## src/rtl/rr_grant_index.sv

```systemverilog
// Round-robin arbiter over 8 requesters. Emits a registered grant index and valid
// flag, and holds each grant until release, request drop, or MAX_HOLD expiry.
module rr_grant_index #(
  parameter int MAX_HOLD = 15
) (
  input  logic       clk,
  input  logic       rst_n,
  input  logic [7:0] req,
  input  logic       release_i,
  output logic       grant_valid,
  output logic [2:0] grant_idx,
  output logic       timeout_o
);

  typedef enum logic {IDLE, GRANT} state_t;

  localparam logic [7:0] HOLD_LAST = 8'(MAX_HOLD - 1);

  state_t     state_q;
  logic [2:0] ptr_q;
  logic [7:0] hold_cnt_q;
  logic       grant_valid_q;
  logic [2:0] grant_idx_q;
  logic       timeout_q;

  logic       sel_found_d;
  logic [2:0] sel_idx_d;
  logic [2:0] cand;

  // Walk from the farthest offset back to ptr so the nearest set bit wins.
  always_comb begin
    sel_found_d = 1'b0;
    sel_idx_d   = ptr_q;
    cand        = ptr_q;
    for (int k = 7; k >= 0; k--) begin
      cand = ptr_q + 3'(k);
      if (req[cand]) begin
        sel_found_d = 1'b1;
        sel_idx_d   = cand;
      end
    end
  end

  always_ff @(posedge clk) begin
    if (!rst_n) begin
      state_q       <= IDLE;
      ptr_q         <= 3'd0;
      hold_cnt_q    <= 8'd0;
      grant_valid_q <= 1'b0;
      grant_idx_q   <= 3'd0;
      timeout_q     <= 1'b0;
    end else begin
      timeout_q <= 1'b0;
      case (state_q)
        IDLE: begin
          if (sel_found_d) begin
            grant_idx_q   <= sel_idx_d;
            grant_valid_q <= 1'b1;
            hold_cnt_q    <= 8'd0;
            state_q       <= GRANT;
          end
        end
        GRANT: begin
          if (release_i || !req[grant_idx_q] || hold_cnt_q == HOLD_LAST) begin
            // Release or request drop outranks expiry, so only a pure expiry pulses.
            timeout_q     <= !(release_i || !req[grant_idx_q]);
            grant_valid_q <= 1'b0;
            hold_cnt_q    <= 8'd0;
            ptr_q         <= grant_idx_q + 3'd1;
            state_q       <= IDLE;
          end else begin
            hold_cnt_q <= hold_cnt_q + 8'd1;
          end
        end
        default: state_q <= IDLE;
      endcase
    end
  end

  assign grant_valid = grant_valid_q;
  assign grant_idx   = grant_idx_q;
  assign timeout_o   = timeout_q;

endmodule

```

## config.mk

```make
export PLATFORM = sky130hd
export DESIGN_NAME = rr_grant_index
export DESIGN_NICKNAME = d
export VERILOG_FILES = /design/src/rtl/rr_grant_index.sv
export SDC_FILE = /design/constraint.sdc
export NUM_CORES = 1
export LEC_CHECK = 0
export CAP_MARGIN = 40
export CORE_ASPECT_RATIO = 1.2
export CORE_MARGIN = 2
export CORE_UTILIZATION = 30
export CTS_CLUSTER_SIZE = 40
export DETAILED_ROUTE_END_ITERATION = 8
export SYNTH_ARGS = -nofsm -noshare
export SYNTH_HDL_FRONTEND = slang
export SYNTH_SLANG_ARGS = --single-unit
```

## constraint.sdc

```tcl
create_clock -name clk -period 3.3 [get_ports clk]
set_input_delay 0.66 -clock clk [delete_from_list [all_inputs] [get_ports clk]]
set_output_delay 0.66 -clock clk [all_outputs]
set_load 0.05 [all_outputs]
```

==> results of run 1 <==
==> sequential cells by signal, indices dropped and copies added (netlist names) <==
register,count
state_q,1
ptr_q,3
grant_valid,1
hold_cnt_q,8
timeout_o,1
grant_idx,3
==> power by group <==
part / internal, uW / leakage [uW] / switching, uW
Clock: 83.7 / 0.0000255 / 72.3
Combinational: 355 / 0.000632 / 420
Sequential: 228 / 0.000139 / 30.9
Total: 667 / 0.000796 / 523
==> cell usage in the layout (no fill, tap or decap), drive strengths merged, types with 2 or more instances in the layout <==
cell           instances
dfxtp                 17
clkdlybuf4s50         15
mux4                  14
mux2i                 13
nor2                  13
nand2                 13
a21oi                 11
inv                   10
buf                    9
nand3                  8
mux2                   8
and2                   5
ha                     5
o21ai                  5
and3                   4
a211oi                 4
nand4b                 3
nand4                  3
a31oi                  3
a22oi                  3
clkbuf                 3
or3                    3
xor2                   2
a21o                   2
or2                    2
a31o                   2
nand3b                 2
a2111oi                2
nor4                   2
a221o                  2
o311a                  2
nand2b                 2
a221oi                 2
o41ai                  2
o211ai                 2
o31ai                  2
==> through the flow <==
stage | hold WS, ps | setup slack (ps) | utilization (%)
final | 467.7 | 338.8 | 36.19
after global routing | 508.6 | 131.3 | 36.19
after CTS | 476.1 | 355.4 | 36.19
after detailed placement | 466.0 | 133.5 | 35.42
after global placement | 456.3 | 137.5 | 35.42
after floorplan | 458.3 | 231.0 | -
==> final cells by class <==
class	instances	area [um2]
flip-flops and latches	17	340.3
inverters	10	37.54
repair buffers	24	230.2
multi-input cells	159	1433
clock inverters	1	5.005
fillers	651	3861
well taps	82	102.6
clock buffers	3	41.29
==> tightest hold or removal path: stages, from the launching register on <==
cell     delay [ps]
dfxtp_1         320
nand2_1          50
a21oi_1          50
==> logic make-up (layout without fill, tap and decap cells) <==
group / after synthesis / count (layout) / synth area share, %
buffers and inverters: 23 / 38 / 5.722
AND/OR/NAND/NOR: 66 / 66 / 19.43
XOR/XNOR: 3 / 3 / 1.397
adder cells (fa/ha/maj): 5 / 5 / 3.327
AO/OA/AOI/OAI: 50 / 50 / 21.76
multiplexers: 35 / 35 / 30.27
flip-flops: 17 / 17 / 18.10
==> worst paths after layout <==
path	to	slack [ps]	depth (start not counted)
hold reg to reg	grant_valid$_SDFFE_PN0P_	470	2
hold / removal	grant_valid$_SDFFE_PN0P_	470	2
setup / recovery	grant_idx[1]$_SDFFE_PN0P_	340	8
setup reg to reg	grant_idx[1]$_SDFFE_PN0P_	340	8
==> per-layer routing <==
layer  wire length (um)  share of wire [%]  global-route usage (%)  up-vias
li1                   -                  -                       -      821
met2               2289                 48                   22.94       46
met5                  0                  0                       0        -
met3                225                4.7                   1.800       13
met1               2187                 46                   19.27      826
met4                100                2.1                   4.091        0
==> impl_metrics.csv, run 1 <==
group,metric,value,unit
cts,tritoncts,"built",
worst_setup_path,critPathLaunch,"ptr_q[1]$_SDFFE_PN0P_",
worst_setup_path,path_cells,"inv_1 > ha_1 > mux2i_1 > mux4_1 > nand3_1 > o21ai_0 > a221o_1 > o311a_1",
synth,synthCells,199,
cts,cts.clk_slew.worst_paths,70,ps
global_route,track_usage,14.03,%
global_route,antenna_found_initial,0,
power,p_leak,0.0007962,uW
cts,clock_sinks,17,
run_status,status,"finished, final reports clean",
global_route,grt_pass1_wl,8.079,mm
cts,ctsLongestPathBuffers,2,
worst_setup_path,worstSetupPathType,"register to register",
timing,setup-violations-final,0,
synth,synth_area_leader_cell,"dfxtp_1",
flow_run,drv_cap,0,
timing,post-route-min-period,2961,ps
power,power,1190,uW
timing,fin_skew,2.510,ps
die,die-area,6920,um2
worst_hold_path,min_path_type,"register to register",
synth,synth_commonest_cells,"dfxtp_1 (17), mux2i_1 (13), nand2_1 (13), nor2_1 (13), inv_1 (10)",
die,fp-row-count,31,
global_route,grt_max_degree,23,
synth,avgSynthCellArea,9.450,um2
cts,cts_hold_buf,0,
drt,vias_per_cell,5.764,
placement,dp.cells,292,
worst_setup_path,crit_family,"multiplexers",
worst_setup_path,critPathCaptureType,"register",
timing,fin_tns_setup,0,ps
cts,htreeDepth,1,
worst_setup_path,critPathLaunchType,"register",
synth,synth-seq-cells,17,
layout,nNetsFinal,231,
worst_setup_path,crit_fanout,15,
layout,fin_cells,296,
worst_setup_path,cp_data_arrival_time,3100,ps
timing,relSlewSlack,61.56,%
worst_setup_path,path_buf_inv,1,
drt,ant_nets,0,
cts,ctsResizeCount,0,
die,core_area,6051,um2
worst_setup_path,crit_path_max_incr_delay,660,ps
die,fp.dieH,90.73,um
synth,synth_edf_count,0,
synth,async_reset_ff_share,0,%
synth,yosysTopAreaCellShare,18.10,%
drt,wire_per_inst,16.23,um
timing,final_max_slew_viol_count,0,
synth,synth_ff_type,"dfxtp_1",
global_route,grt_overflow,0,
drt,drt_iter0_drc,45,
worst_setup_path,crit_required,3440,ps
global_route,grt_pass1_vias,1598,
placement,dpl.hpwl,3.545,mm
layout,areaGrowthSynthToFinish,16.43,%
placement,gp_congestion,0.7684,
synth,ys_warn_count,0,
synth,syn-cell-area,1881,um2
timing,post-route-period-util,89.73,%
die,pin_count,16,
drt,drtPass1Iterations,4,
cts,cts-root-buf,"clkbuf_8",
timing,final_hold_viol_count,0,
timing,fmax,337.7,MHz
drt,postRouteWirelength,4.803,mm
synth,synth_most_common_cell,"dfxtp_1",
cts,cts_setup_buffers,0,
layout,num_antenna_cells,0,
worst_hold_path,hold_start,"grant_valid$_SDFFE_PN0P_",
die,die_w,76.28,um
drt,vias,1706,
placement,numPortBuffers,15,
worst_setup_path,r2r_start,"ptr_q[1]$_SDFFE_PN0P_",
synth,syn_nets,215,
timing,worst_pin_slew,572.7,ps
placement,placement.cell_area,2143,um2
worst_setup_path,slowest_stage,"ha_1",
cts,numCtsBuffers,3,
drt,route.detailed.drc,0,
synth,ys_top_cells_by_area,"dfxtp_1 (18%), mux4_1 (11%), mux4_2 (7.2%), mux2i_1 (6.9%), mux2_2 (4.2%)",
layout,final_cell_area,2190,um2
power,peakVddDrop,0.2829,mV
cts,clock_latency,250,ps
synth,synth.distinct_cells,59,
timing,rsz0062_at_grt,"no",
die,start_util,31.08,%
layout,drive_gt1_share,18.69,%
power,power_density,543.6,nW/um2
synth,ys_seq_area_share,18.10,%
Power figures use the tool's default switching activity.
==> run 2: changes to the inputs <==
SKIP_CTS_REPAIR_TIMING = 1   (was unset)
TNS_END_PERCENT = 5   (was unset)
==> results of run 2 <==
No change in the layout: final DEF, timing and power equal those of run 1.
